--- src/rtl/panel_serial_io.sv ---
`default_nettype none
// ============================================================================
// panel_serial_io : frames 64 display bits out to four 74LV595 chains and
// 64 switch bits in from four 74LV165 chains (16 bits per chain).
// Optional macro PANEL_SERIAL_AUTO_EN: continuous refresh, xfer_req ignored.
// Revision: 1.0
// ============================================================================
module panel_serial_io #(
   parameter int CLK_DIV = 4
) (
   input  logic        clk,
   input  logic        resetn,
   input  logic        xfer_req,
   input  logic [63:0] out_data,
   output logic        xfer_busy,
   output logic        in_valid,
   output logic [63:0] in_data,
   output logic        serial_out_srclk,
   output logic        serial_out_rclk,
   output logic        serial_out_ser_0,
   output logic        serial_out_ser_1,
   output logic        serial_out_ser_2,
   output logic        serial_out_ser_3,
   output logic        serial_in_rclk,
   output logic        serial_in_shldn,
   input  logic        serial_in_ser_0,
   input  logic        serial_in_ser_1,
   input  logic        serial_in_ser_2,
   input  logic        serial_in_ser_3
);

   localparam int               DIV_W    = (CLK_DIV > 1) ? $clog2(CLK_DIV) : 1;
   localparam logic [DIV_W-1:0] DIV_LAST = DIV_W'(CLK_DIV - 1);

   typedef enum logic [2:0] {
      IDLE     = 3'd0,
      LOAD     = 3'd1,
      SHIFT_LO = 3'd2,
      SHIFT_HI = 3'd3,
      LATCH_HI = 3'd4,
      LATCH_LO = 3'd5,
      DONE     = 3'd6
   } state_t;

   state_t           state, state_nx;
   logic [DIV_W-1:0] div_cnt, div_nx;
   logic [3:0]       bit_cnt, bit_nx;
   logic [63:0]      out_sr, out_sr_nx;
   logic [63:0]      cap_sr, cap_nx;
   logic [3:0]       ser, ser_nx;
   logic [3:0]       ser_in;
   logic             start;
   logic             phase_end;

`ifdef PANEL_SERIAL_AUTO_EN
   logic unused_xfer_req;
   assign unused_xfer_req = xfer_req;
   assign start           = 1'b1;
`else
   assign start = xfer_req;
`endif

   assign ser_in           = {serial_in_ser_3, serial_in_ser_2, serial_in_ser_1, serial_in_ser_0};
   assign serial_out_ser_0 = ser[0];
   assign serial_out_ser_1 = ser[1];
   assign serial_out_ser_2 = ser[2];
   assign serial_out_ser_3 = ser[3];
   assign phase_end        = (div_cnt == DIV_LAST);

   always_comb begin
      state_nx  = state;
      div_nx    = div_cnt;
      bit_nx    = bit_cnt;
      out_sr_nx = out_sr;
      cap_nx    = cap_sr;
      ser_nx    = 4'd0;

      if (state != IDLE && state != DONE) begin
         div_nx = phase_end ? '0 : div_cnt + 1'b1;
      end

      case (state)
         IDLE: begin
            if (start) begin
               state_nx  = LOAD;
               div_nx    = '0;
               bit_nx    = 4'hF;
               out_sr_nx = out_data;
            end
         end
         LOAD: begin
            if (phase_end) state_nx = SHIFT_LO;
         end
         SHIFT_LO: begin
            // Sample QH just before the shift edge; chains fill MSB first.
            if (phase_end) begin
               state_nx = SHIFT_HI;
               for (int n = 0; n < 4; n++) begin
                  cap_nx[16*n +: 16] = {cap_sr[16*n +: 15], ser_in[n]};
               end
            end
         end
         SHIFT_HI: begin
            if (phase_end) begin
               if (bit_cnt == 4'd0) begin
                  state_nx = LATCH_HI;
               end else begin
                  state_nx = SHIFT_LO;
                  bit_nx   = bit_cnt - 4'd1;
                  for (int n = 0; n < 4; n++) begin
                     out_sr_nx[16*n +: 16] = {out_sr[16*n +: 15], 1'b0};
                  end
               end
            end
         end
         LATCH_HI: begin
            if (phase_end) state_nx = LATCH_LO;
         end
         LATCH_LO: begin
            if (phase_end) state_nx = DONE;
         end
         DONE:    state_nx = IDLE;
         default: state_nx = IDLE;
      endcase

      // Chain MSBs of the (possibly just shifted) register drive the 595 data pins.
      if (state_nx == SHIFT_LO || state_nx == SHIFT_HI) begin
         for (int n = 0; n < 4; n++) begin
            ser_nx[n] = out_sr_nx[16*n + 15];
         end
      end
   end

   always_ff @(posedge clk or negedge resetn) begin
      if (!resetn) begin
         state            <= IDLE;
         div_cnt          <= '0;
         bit_cnt          <= 4'd0;
         out_sr           <= 64'd0;
         cap_sr           <= 64'd0;
         ser              <= 4'd0;
         xfer_busy        <= 1'b0;
         in_valid         <= 1'b0;
         in_data          <= 64'd0;
         serial_out_srclk <= 1'b0;
         serial_out_rclk  <= 1'b0;
         serial_in_rclk   <= 1'b0;
         serial_in_shldn  <= 1'b1;
      end else begin
         state            <= state_nx;
         div_cnt          <= div_nx;
         bit_cnt          <= bit_nx;
         out_sr           <= out_sr_nx;
         cap_sr           <= cap_nx;
         ser              <= ser_nx;
         xfer_busy        <= (state_nx != IDLE);
         in_valid         <= (state_nx == DONE);
         serial_out_srclk <= (state_nx == SHIFT_HI);
         serial_in_rclk   <= (state_nx == SHIFT_HI);
         serial_out_rclk  <= (state_nx == LATCH_HI);
         serial_in_shldn  <= (state_nx != LOAD);
         if (state_nx == DONE) in_data <= cap_sr;
      end
   end

endmodule
`default_nettype wire

--- config.mk ---
export PLATFORM = sky130hd
export DESIGN_NAME = panel_serial_io
export DESIGN_NICKNAME = d
export VERILOG_FILES = /design/src/rtl/panel_serial_io.sv
export SDC_FILE = /design/constraint.sdc
export NUM_CORES = 1
export LEC_CHECK = 0
export BUFFER_PORTS_ARGS = -buffer_cell sky130_fd_sc_hd__buf_2
export CAP_MARGIN = 10
export CORE_ASPECT_RATIO = 0.75
export CORE_MARGIN = 2
export CORE_UTILIZATION = 40
export DETAILED_ROUTE_END_ITERATION = 8
export GPL_TIMING_DRIVEN = 0
export SLEW_MARGIN = 20
export SYNTH_ARGS = -nofsm -noshare
export SYNTH_HDL_FRONTEND = slang
export SYNTH_SLANG_ARGS = --single-unit
--- constraint.sdc ---
create_clock -name clk -period 2.07 [get_ports clk]
set_input_delay 0.1035 -clock clk [delete_from_list [all_inputs] [get_ports clk]]
set_output_delay 0.1035 -clock clk [all_outputs]
set_load 0.05 [all_outputs]
### Word-level counts from Yosys, hierarchy flattened

Cells that the tools add are included.

* add/subtract/negate cells: 2
* multipliers: 0
* divide/modulo/power cells: 0
* $lt $le $gt $ge: 0
* equality and inequality tests: 15
* shifts and indexed selects: 0
* mux-type cells: 21
* bitwise logic cells: 0
* reductions and logical operators: 9

Operators with widths (number)
* two-way mux 64 bit: 3
* case mux 64 bit (2 select lines): 1
* two-way mux 3 bit: 7
* case mux 3 bit (6 select lines): 1
* two-way mux 4 bit: 4
* equality test 3 x 2 -> 1 bit (second input constant): 4
* equality test 3 bit (second input constant): 4
* two-way mux 2 bit: 4
* case mux 4 bit (2 select lines): 1
* != test 2 bit (second input constant): 3
* nonzero test 3 bit: 2
* zero test 4 bit: 1
* AND reduction 4 bit: 1
* subtractor 4 x 1 -> 4 bit (second input constant): 1
* equality test 3 x 1 -> 1 bit (second input constant): 1
* zero test 3 bit: 1
* != test 3 x 1 -> 1 bit (second input constant): 1
* != test 3 bit (second input constant): 1
* adder 2 x 1 -> 2 bit (second input constant): 1
* equality test 2 bit (second input constant): 1
* AND reduction 2 bit: 1
* nonzero test 2 bit: 1
* logical AND 1 bit: 1
* logical OR 1 bit: 1

* bits in registers: 210
* bits in latches: 0
* bits in writable memories: 0
* ROM bits: 0
* input port bits: 71
* output and inout bits: 74
* logic and storage cells: 60
* memories kept: 0

### Longest topological paths before layout

Gate-level depths: netlist of the first run.

* word-level depth: 7
* mapped depth: 9
* depth with buffers taken out: 6

### Worst setup path before layout of the first run

OpenSTA, ideal clock, no wires.

* kind: register -> register
* from: register bit_cnt[0]
* to: register out_sr[13]
* library setup time: 0.124 ns
* data arrival time: 1.729 ns
* required time: 1.946 ns
* path slack: 0.217 ns
* stages on the path, launching flop included: 10
* path buffers: 3
* clock period less this slack: 1.853 ns
* cell sequence: dfrtp_1 -> inv_1 -> ha_1 -> or3b_1 -> buf_2 -> and2_4 -> buf_6 -> buf_6 -> a22oi_1 -> nand2_1

* longest elaborated chain between the ends: 3

Ends and longest elaborated chain
* start, declared: RTL line 47 `logic [3:0] bit_cnt, bit_nx;`
* start signal, assigned: RTL line 152 `bit_cnt <= bit_nx;`
* zero test 4 bit: RTL line 105 `if (bit_cnt == 4'd0) begin`
* != test 2 bit (no line)
* AND reduction 4 bit (no line)
* end signal, assigned: RTL line 153 `out_sr <= out_sr_nx;`
* end, declared: RTL line 48 `logic [63:0] out_sr, out_sr_nx;`

No other way between the ends.
A chain may end at the register's enable or synchronous reset.

### Worst setup path after layout of the first run

* from: register bit_cnt[0]
* to: register out_sr[40]

The elaborated chain is that of the path after synthesis.

==> flow_metrics.env, run 1 <==
export IMPL_gp_congestion=0.806
export IMPL_cp_end_kind="register"
export IMPL_antenna_found_initial=0
export IMPL_layout_core_utilization_pct=54.1
export IMPL_crit_path_top_delay_cell="dfrtp_1"
export IMPL_grt_pass1_vias=5895
export IMPL_grtUsageMet1_pct=23.8
export IMPL_grt_use_met3_pct=2.66
export IMPL_pwr_share_comb_pct=26.6
export IMPL_synth_cell_types=42
export IMPL_dp_hpwl_mm=12.4
export IMPL_ys_async_sr_fraction_pct=100
export IMPL_dr_total_vias=5751
export IMPL_ir_drop_mv=0.575
export IMPL_synth_top_flop_cell="dfrtp_1"
export IMPL_seq_area_um2=5260
export IMPL_crit_type="register to register"
export IMPL_netlist_area_um2=8380
export IMPL_drt_iter0_drc=318
export IMPL_ys_seq_elements=210
export IMPL_yosysWarnings=0
export IMPL_wl_per_cell_um=15.8
export IMPL_yosysTopAreaCellShare_pct=62.4
export IMPL_arrival_ns=2.35
export IMPL_syn_instance_count=630
export IMPL_power_frac_clock_pct=29.5
export IMPL_status="complete, no violations"
export IMPL_nFillCells=1745
export IMPL_whs_ns=0.129
export IMPL_coreArea_um2=20400
export IMPL_num_rows=45
export IMPL_power_leakage_nw=5.82
export IMPL_io_pins=145
export IMPL_routed_wl_mm=18.5
export IMPL_finalSetupViolCount=0
export IMPL_maxCapViolations=0
export IMPL_grt_busiest_layer="met2"
export IMPL_clock_fmax_mhz=505
export IMPL_worstPathCellList="inv_2 > ha_4 > or3b_1 > buf_6 > and2_4 > buf_6 > buf_6 > a22oi_2 > nand2_1"
export IMPL_hold_path_class="input pin to async pin"
export IMPL_hold_violations=0
export IMPL_clkTransAtPathRegs_ns=0.06
export IMPL_die_y_um=129
export IMPL_firstDrtPassIters=5
export IMPL_postRouteAntennaNets=0
export IMPL_multi_input_area_um2=2880
export IMPL_maxSlewViolCount=0
export IMPL_path_common_cell="buf_6"
export IMPL_worst_path_max_fanout=10
export IMPL_cts_tree="yes"
export IMPL_cts_root_buffer="clkbuf_16"
export IMPL_synth_edff_count=0
export IMPL_grt_pass1_wl_mm=30.3
export IMPL_max_slew_margin_pct=68.5
export IMPL_layout_min_cycle_time_ns=1.98
export IMPL_htreeDepth=1
export IMPL_slowest_delay_ns=0.42
export IMPL_port_buffers=144
export IMPL_swShare_pct=31.5
export IMPL_drive_gt1_share_pct=32.9
export IMPL_grt_start_max_net_pins=84
export IMPL_num_antenna_cells=0
export IMPL_cpLargestDelayFamily="simple AND/OR/NAND/NOR gates"
export IMPL_clock_sinks=210
export IMPL_track_usage_pct=16.9
export IMPL_yosysTopAreaCell="dfrtp_1"
export IMPL_worstSetupStartpointType="register"
export IMPL_synth_area_top_cells="dfrtp_1, mux2_1, mux2_2"
export IMPL_required_ns=2.44
export IMPL_tightest_slew_ns=0.472
export IMPL_initial_core_util_pct=41.1
export IMPL_use_met2_pct=27.7
export IMPL_powerDensity_nw_per_um2=1150
export IMPL_internal_power_mw=8.69
export IMPL_dieArea_um2=22100
export IMPL_insertion_delay_ns=0.49
export IMPL_area_growth_synth_to_final_pct=31.6
export IMPL_tns_ns=0
export IMPL_fin_nets=948
export IMPL_viasPerCell=4.92
export IMPL_drc=0
export IMPL_cts_buffer_depth=3
export IMPL_die_x_um=171
export IMPL_ys_seq_area_share_pct=62.7
export IMPL_gr_total_overflow=0
export IMPL_synth_avg_cell_area_um2=13.3
export IMPL_fin_crit_sh_pct=95.7
export IMPL_worst_clock_skew_ns=0.0134
export IMPL_p_seq_share_pct=43.9
export IMPL_worst_path_buf_inv=4
export IMPL_power_switching_mw=4.00
export IMPL_synthesis_nets=704
export IMPL_cts_made_buffers=22
==> worst register-to-register path, cell delays in order (launching register included) <==
cell and delay, ns:
dfrtp_1 0.42, inv_2 0.08, ha_4 0.13, or3b_1 0.36, buf_6 0.15, and2_4 0.14, buf_6 0.15, buf_6 0.16
a22oi_2 0.19, nand2_1 0.09
==> layout by cell type (no fill, tap or decap), types with 2 or more instances in the layout <==
cell type / instances
a22oi_2: 8
clkbuf_1: 7
buf_2: 161
and3_1: 4
o211ai_1: 2
nor3_1: 5
inv_2: 2
dfrtp_1: 208
nand2b_1: 2
inv_1: 4
o21ai_1: 5
buf_6: 13
mux2_2: 52
dlygate4sd3_1: 70
buf_4: 8
mux2_1: 76
clkbuf_16: 23
o21ai_0: 6
nand2_1: 123
and2_1: 5
a21oi_1: 4
clkinv_2: 4
clkbuf_8: 5
a221o_1: 4
nand3b_1: 3
nor2_1: 3
buf_16: 2
a22oi_1: 51
==> sequential cells by signal (all words and copies together) (netlist names), 2 cells and up <==
| signal | cells |
|---|---|
| div_cnt | 2 |
| bit_cnt | 4 |
| cap_sr | 64 |
| in_data | 64 |
| ser | 4 |
| out_sr | 64 |
| state | 3 |
==> cells by family (layout without fill, tap and decap cells) <==
group | after synthesis | count (layout) | synth area share, %
simple gates | 156 | 156 | 8.30
mux | 128 | 128 | 17.2
compound gates | 87 | 87 | 7.65
flops | 210 | 210 | 62.7
xor+xnor | 1 | 1 | 0.105
fa+ha+maj | 3 | 3 | 0.448
buf+inv | 45 | 303 | 3.55
==> timing repair <==
| item | CTS | global route |
|---|---|---|
| hold endpoints to repair | 198 | 0 |
| hold buffers | 70 | 0 |
| pin swaps | 1 | 3 |
| setup buffers | 2 | 2 |
| endpoints found under the setup margin | 68 | 49 |
| gates resized for setup | 3 | 16 |
==> layout make-up <==
cell class	instances	share of cell area, %
clock inverter	5	0.284
clock buffer	33	6.02
timing repair buffer	220	13.9
multi-input combinational	375	26.1
buffer	39	2.60
sequential	210	47.7
tap	282	3.20
inverter	6	0.204
==> synthesized netlist by cell type, types with 2 or more instances <==
master and instances:
nand2b_1 2, o21ai_1 5, nand3b_1 3, ha_1 3
buf_4 6, a22oi_1 59, nand2_1 123, dfrtp_1 209
nor2_1 3, buf_6 11, a21oi_1 4, mux2_2 52
a221o_1 4, buf_2 19, and3_1 4, o21ai_0 6
mux2_1 76, inv_1 6, nor3_1 5, clkbuf_1 3
and2_1 5, o211ai_1 2
==> stage by stage <==
stage	instances	power (mW)	worst slack, ns	instance area, um2
global route	1170	13.5	-0.0163	11000
floorplan	630	7.80	0.217	8380
detailed placement	1058	8.75	-0.102	9520
global placement	1056	8.53	-2.49	9450
finish	1170	12.7	0.0894	11000
CTS	1168	12.7	0.0110	11000
==> final timing paths <==
path	start	to	slack (ns)	cells past startpoint
setup / recovery	bit_cnt[0]$_DFFE_PN0P_	out_sr[40]$_DFFE_PN0P_	0.09	9
hold / removal	resetn	out_sr[43]$_DFFE_PN0P_	0.13	2
setup reg to reg	bit_cnt[0]$_DFFE_PN0P_	out_sr[40]$_DFFE_PN0P_	0.09	9
hold reg to reg	out_sr[7]$_DFFE_PN0P_	out_sr[7]$_DFFE_PN0P_	0.48	2
max in group asynchronous	resetn	cap_sr[48]$_DFFE_PN0P_	0.82	4
min in group clk	out_data[53]	out_sr[53]$_DFFE_PN0P_	0.36	4
==> layer usage <==
metal	up-vias	wire length, um	share of wire (%)
li1	2710	-	-
met3	27	625	3.4
met1	2905	8560	46
met4	0	391	2.1
met5	-	0	0
met2	109	8900	48
==> power groups by stage <==
stage | clock network (mW) | logic, mW | registers, mW
after global placement | 0 | 2.97 | 5.57
final | 3.75 | 3.37 | 5.57
after global routing | 4.05 | 3.74 | 5.69
after CTS | 3.89 | 3.31 | 5.55
after floorplan | 0 | 2.18 | 5.62
after detailed placement | 0 | 3.14 | 5.61
(Power assumes the default switching activity.)
==> run 2, diff against run 1 <==
--- a/config.mk
+++ b/config.mk
@@ -7,12 +7,14 @@
 export LEC_CHECK = 0
 export BUFFER_PORTS_ARGS = -buffer_cell sky130_fd_sc_hd__buf_2
 export CAP_MARGIN = 10
-export CORE_ASPECT_RATIO = 0.75
+export CORE_ASPECT_RATIO = 2
 export CORE_MARGIN = 2
 export CORE_UTILIZATION = 40
+export CTS_CLUSTER_DIAMETER = 80
 export DETAILED_ROUTE_END_ITERATION = 8
 export GPL_TIMING_DRIVEN = 0
 export SLEW_MARGIN = 20
 export SYNTH_ARGS = -nofsm -noshare
 export SYNTH_HDL_FRONTEND = slang
 export SYNTH_SLANG_ARGS = --single-unit
+export TNS_END_PERCENT = 100
==> run 2 against run 1 <==
  * Cell count shrank 1.7%
  * Combinational power shrank 1%
  * Die area grew 0.26%
  * Flip-flop and latch count is the same
  * Worst setup slack lost 0.022 ns
  * Register-to-register slack lost 0.02 ns
  * Clock power grew 2%
  * Sequential share of layout area grew 0.17 points
  * Critical path type unchanged
  * Largest power group unchanged
  * Highest routed layer unchanged
==> flow_metrics.env, run 2 (same netlist as run 1, synthesis figures left out) <==
export IMPL_die_x_um=106
export IMPL_initial_core_util_pct=40.9
export IMPL_path_common_cell="buf_6"
export IMPL_worst_clock_skew_ns=0.00717
export IMPL_insertion_delay_ns=0.49
export IMPL_hold_violations=0
export IMPL_whs_ns=0.0830
export IMPL_worstPathCellList="inv_2 > ha_4 > or3b_1 > buf_4 > and2_4 > buf_6 > buf_6 > a22oi_2 > nand2_1"
export IMPL_mostFrequentLayoutCells="dfrtp_1, buf_2, nand2_1, mux2_1, dlygate4sd3_1"
export IMPL_timing_rr_end="out_sr[26]$_DFFE_PN0P_"
export IMPL_finalSetupViolCount=0
export IMPL_num_rows=74
export IMPL_num_antenna_cells=0
export IMPL_maxSlewViolCount=0
export IMPL_worst_path_max_fanout=10
export IMPL_dieArea_um2=22200
export IMPL_worst_path_buf_inv=4
export IMPL_cts_buffer_depth=3
export IMPL_drc=0
export IMPL_largest_registers="cap_sr x64, in_data x64, out_sr x64"
export IMPL_final_common_cell="dfrtp_1"
export IMPL_tightest_slew_ns=0.461
export IMPL_cts_root_buffer="clkbuf_16"
export IMPL_antenna_found_initial=0
export IMPL_dr_total_vias=5763
export IMPL_htreeDepth=1
export IMPL_fin_nets=945
export IMPL_grt_pass1_vias=6224
export IMPL_clock_fmax_mhz=499
export IMPL_cpLargestDelayFamily="simple AND/OR/NAND/NOR gates"
export IMPL_drive_gt1_share_pct=32.5
export IMPL_clock_sinks=210
export IMPL_status="complete, no violations"
export IMPL_required_ns=2.43
export IMPL_reg2reg_depth=9
export IMPL_clkTransAtPathRegs_ns=0.06
export IMPL_arrival_ns=2.37
export IMPL_tns_ns=0
export IMPL_hold_path_class="input pin to async pin"
export IMPL_maxCapViolations=0
export IMPL_fin_cells=1150
export IMPL_cp_end_kind="register"
export IMPL_r2r_slack_ns=0.07
export IMPL_ir_drop_mv=0.880
export IMPL_viasPerCell=5.01
export IMPL_cts_made_buffers=20
export IMPL_track_usage_pct=16.6
export IMPL_drt_iter0_drc=180
export IMPL_firstDrtPassIters=5
export IMPL_dpl_cell_area_um2=9500
export IMPL_slowest_delay_ns=0.40
export IMPL_rsz0062_at_grt="yes"
export IMPL_crit_type="register to register"
export IMPL_area_growth_synth_to_final_pct=31.1
export IMPL_dp_hpwl_mm=12.6
export IMPL_die_y_um=209
export IMPL_layout_min_cycle_time_ns=2.00
export IMPL_port_buffers=144
export IMPL_design_area_um2=11000
export IMPL_powerDensity_nw_per_um2=1160
export IMPL_power_leakage_nw=5.81
export IMPL_gr_total_overflow=0
export IMPL_coreArea_um2=20500
export IMPL_io_pins=145
export IMPL_postRouteAntennaNets=0
export IMPL_fin_crit_sh_pct=96.8
export IMPL_grt_pass1_wl_mm=30.3
export IMPL_routed_wl_mm=18.1
export IMPL_cts_tree="yes"
export IMPL_crit_path_top_delay_cell="dfrtp_1"
export IMPL_max_slew_margin_pct=69.2
export IMPL_worstSetupStartpointType="register"
export IMPL_power_mw=12.7
export IMPL_wl_per_cell_um=15.7
export IMPL_place_inst=1042
export IMPL_grt_start_max_net_pins=88
export IMPL_gp_congestion=0.782
export IMPL_crit_reg2reg_launch="bit_cnt[0]$_DFFE_PN0P_"
-- run 2: worst max path at each step --
stage / startpoint / cells past startpoint / end / slack (ns)
2_1_floorplan: bit_cnt[0]$_DFFE_PN0P_ / 9 / out_sr[13]$_DFFE_PN0P_ / 0.22
4_1_cts: bit_cnt[0]$_DFFE_PN0P_ / 8 / out_sr[23]$_DFFE_PN0P_ / 0.02
5_1_grt: bit_cnt[1]$_DFFE_PN0P_ / 9 / out_sr[18]$_DFFE_PN0P_ / -0.02
3_5_place_dp: div_cnt[0]$_DFF_PN0_ / 5 / cap_sr[46]$_DFFE_PN0P_ / -0.05
3_3_place_gp: resetn / 1 / in_data[16]$_DFFE_PN0P_ / -2.49
6_report: bit_cnt[0]$_DFFE_PN0P_ / 9 / out_sr[26]$_DFFE_PN0P_ / 0.07
-- run 2: final cells by class --
| class | count | area [um2] |
|---|---|---|
| Buffer | 39 | 283 |
| Fill cell | 1737 | 9480 |
| Tap cell | 266 | 333 |
| Clock inverter | 8 | 118 |
| Inverter | 6 | 22.5 |
| Clock buffer | 27 | 568 |
| Multi-Input combinational cell | 375 | 2880 |
| Timing Repair Buffer | 219 | 1520 |
| Sequential cell | 210 | 5260 |
-- run 2: layer usage --
layer | wire length, um | track usage [%] | vias up | share of wire, %
li1 | - | - | 2690 | -
met5 | 0 | 0 | - | 0
met4 | 461 | 5.67 | 0 | 2.6
met2 | 9720 | 30.5 | 173 | 54
met3 | 910 | 2.71 | 38 | 5.0
met1 | 6980 | 19.3 | 2862 | 39
-- run 2: stage by stage --
stage | util [%] | setup slack, ns
after floorplan | - | 0.217
after global placement | 46.1 | -2.49
after detailed placement | 46.4 | -0.0476
after CTS | 53.3 | 0.0209
after global routing | 53.7 | -0.0238
final | 53.7 | 0.0671
-- run 2: timing repair --
item	4_1_cts	5_1_grt
pin swaps	1	2
gates resized for setup	1	16
endpoints found under the hold margin	198	0
hold buffers	70	0
buffers inserted	1	2
setup endpoints to repair	61	43
-- run 2: power by group --
| part | internal (mW) | leakage, nW | total (mW) | switching (mW) |
|---|---|---|---|---|
| Clock | 2.30 | 0.336 | 3.81 | 1.51 |
| Sequential | 4.99 | 2.80 | 5.58 | 0.581 |
| Combinational | 1.47 | 2.67 | 3.33 | 1.86 |
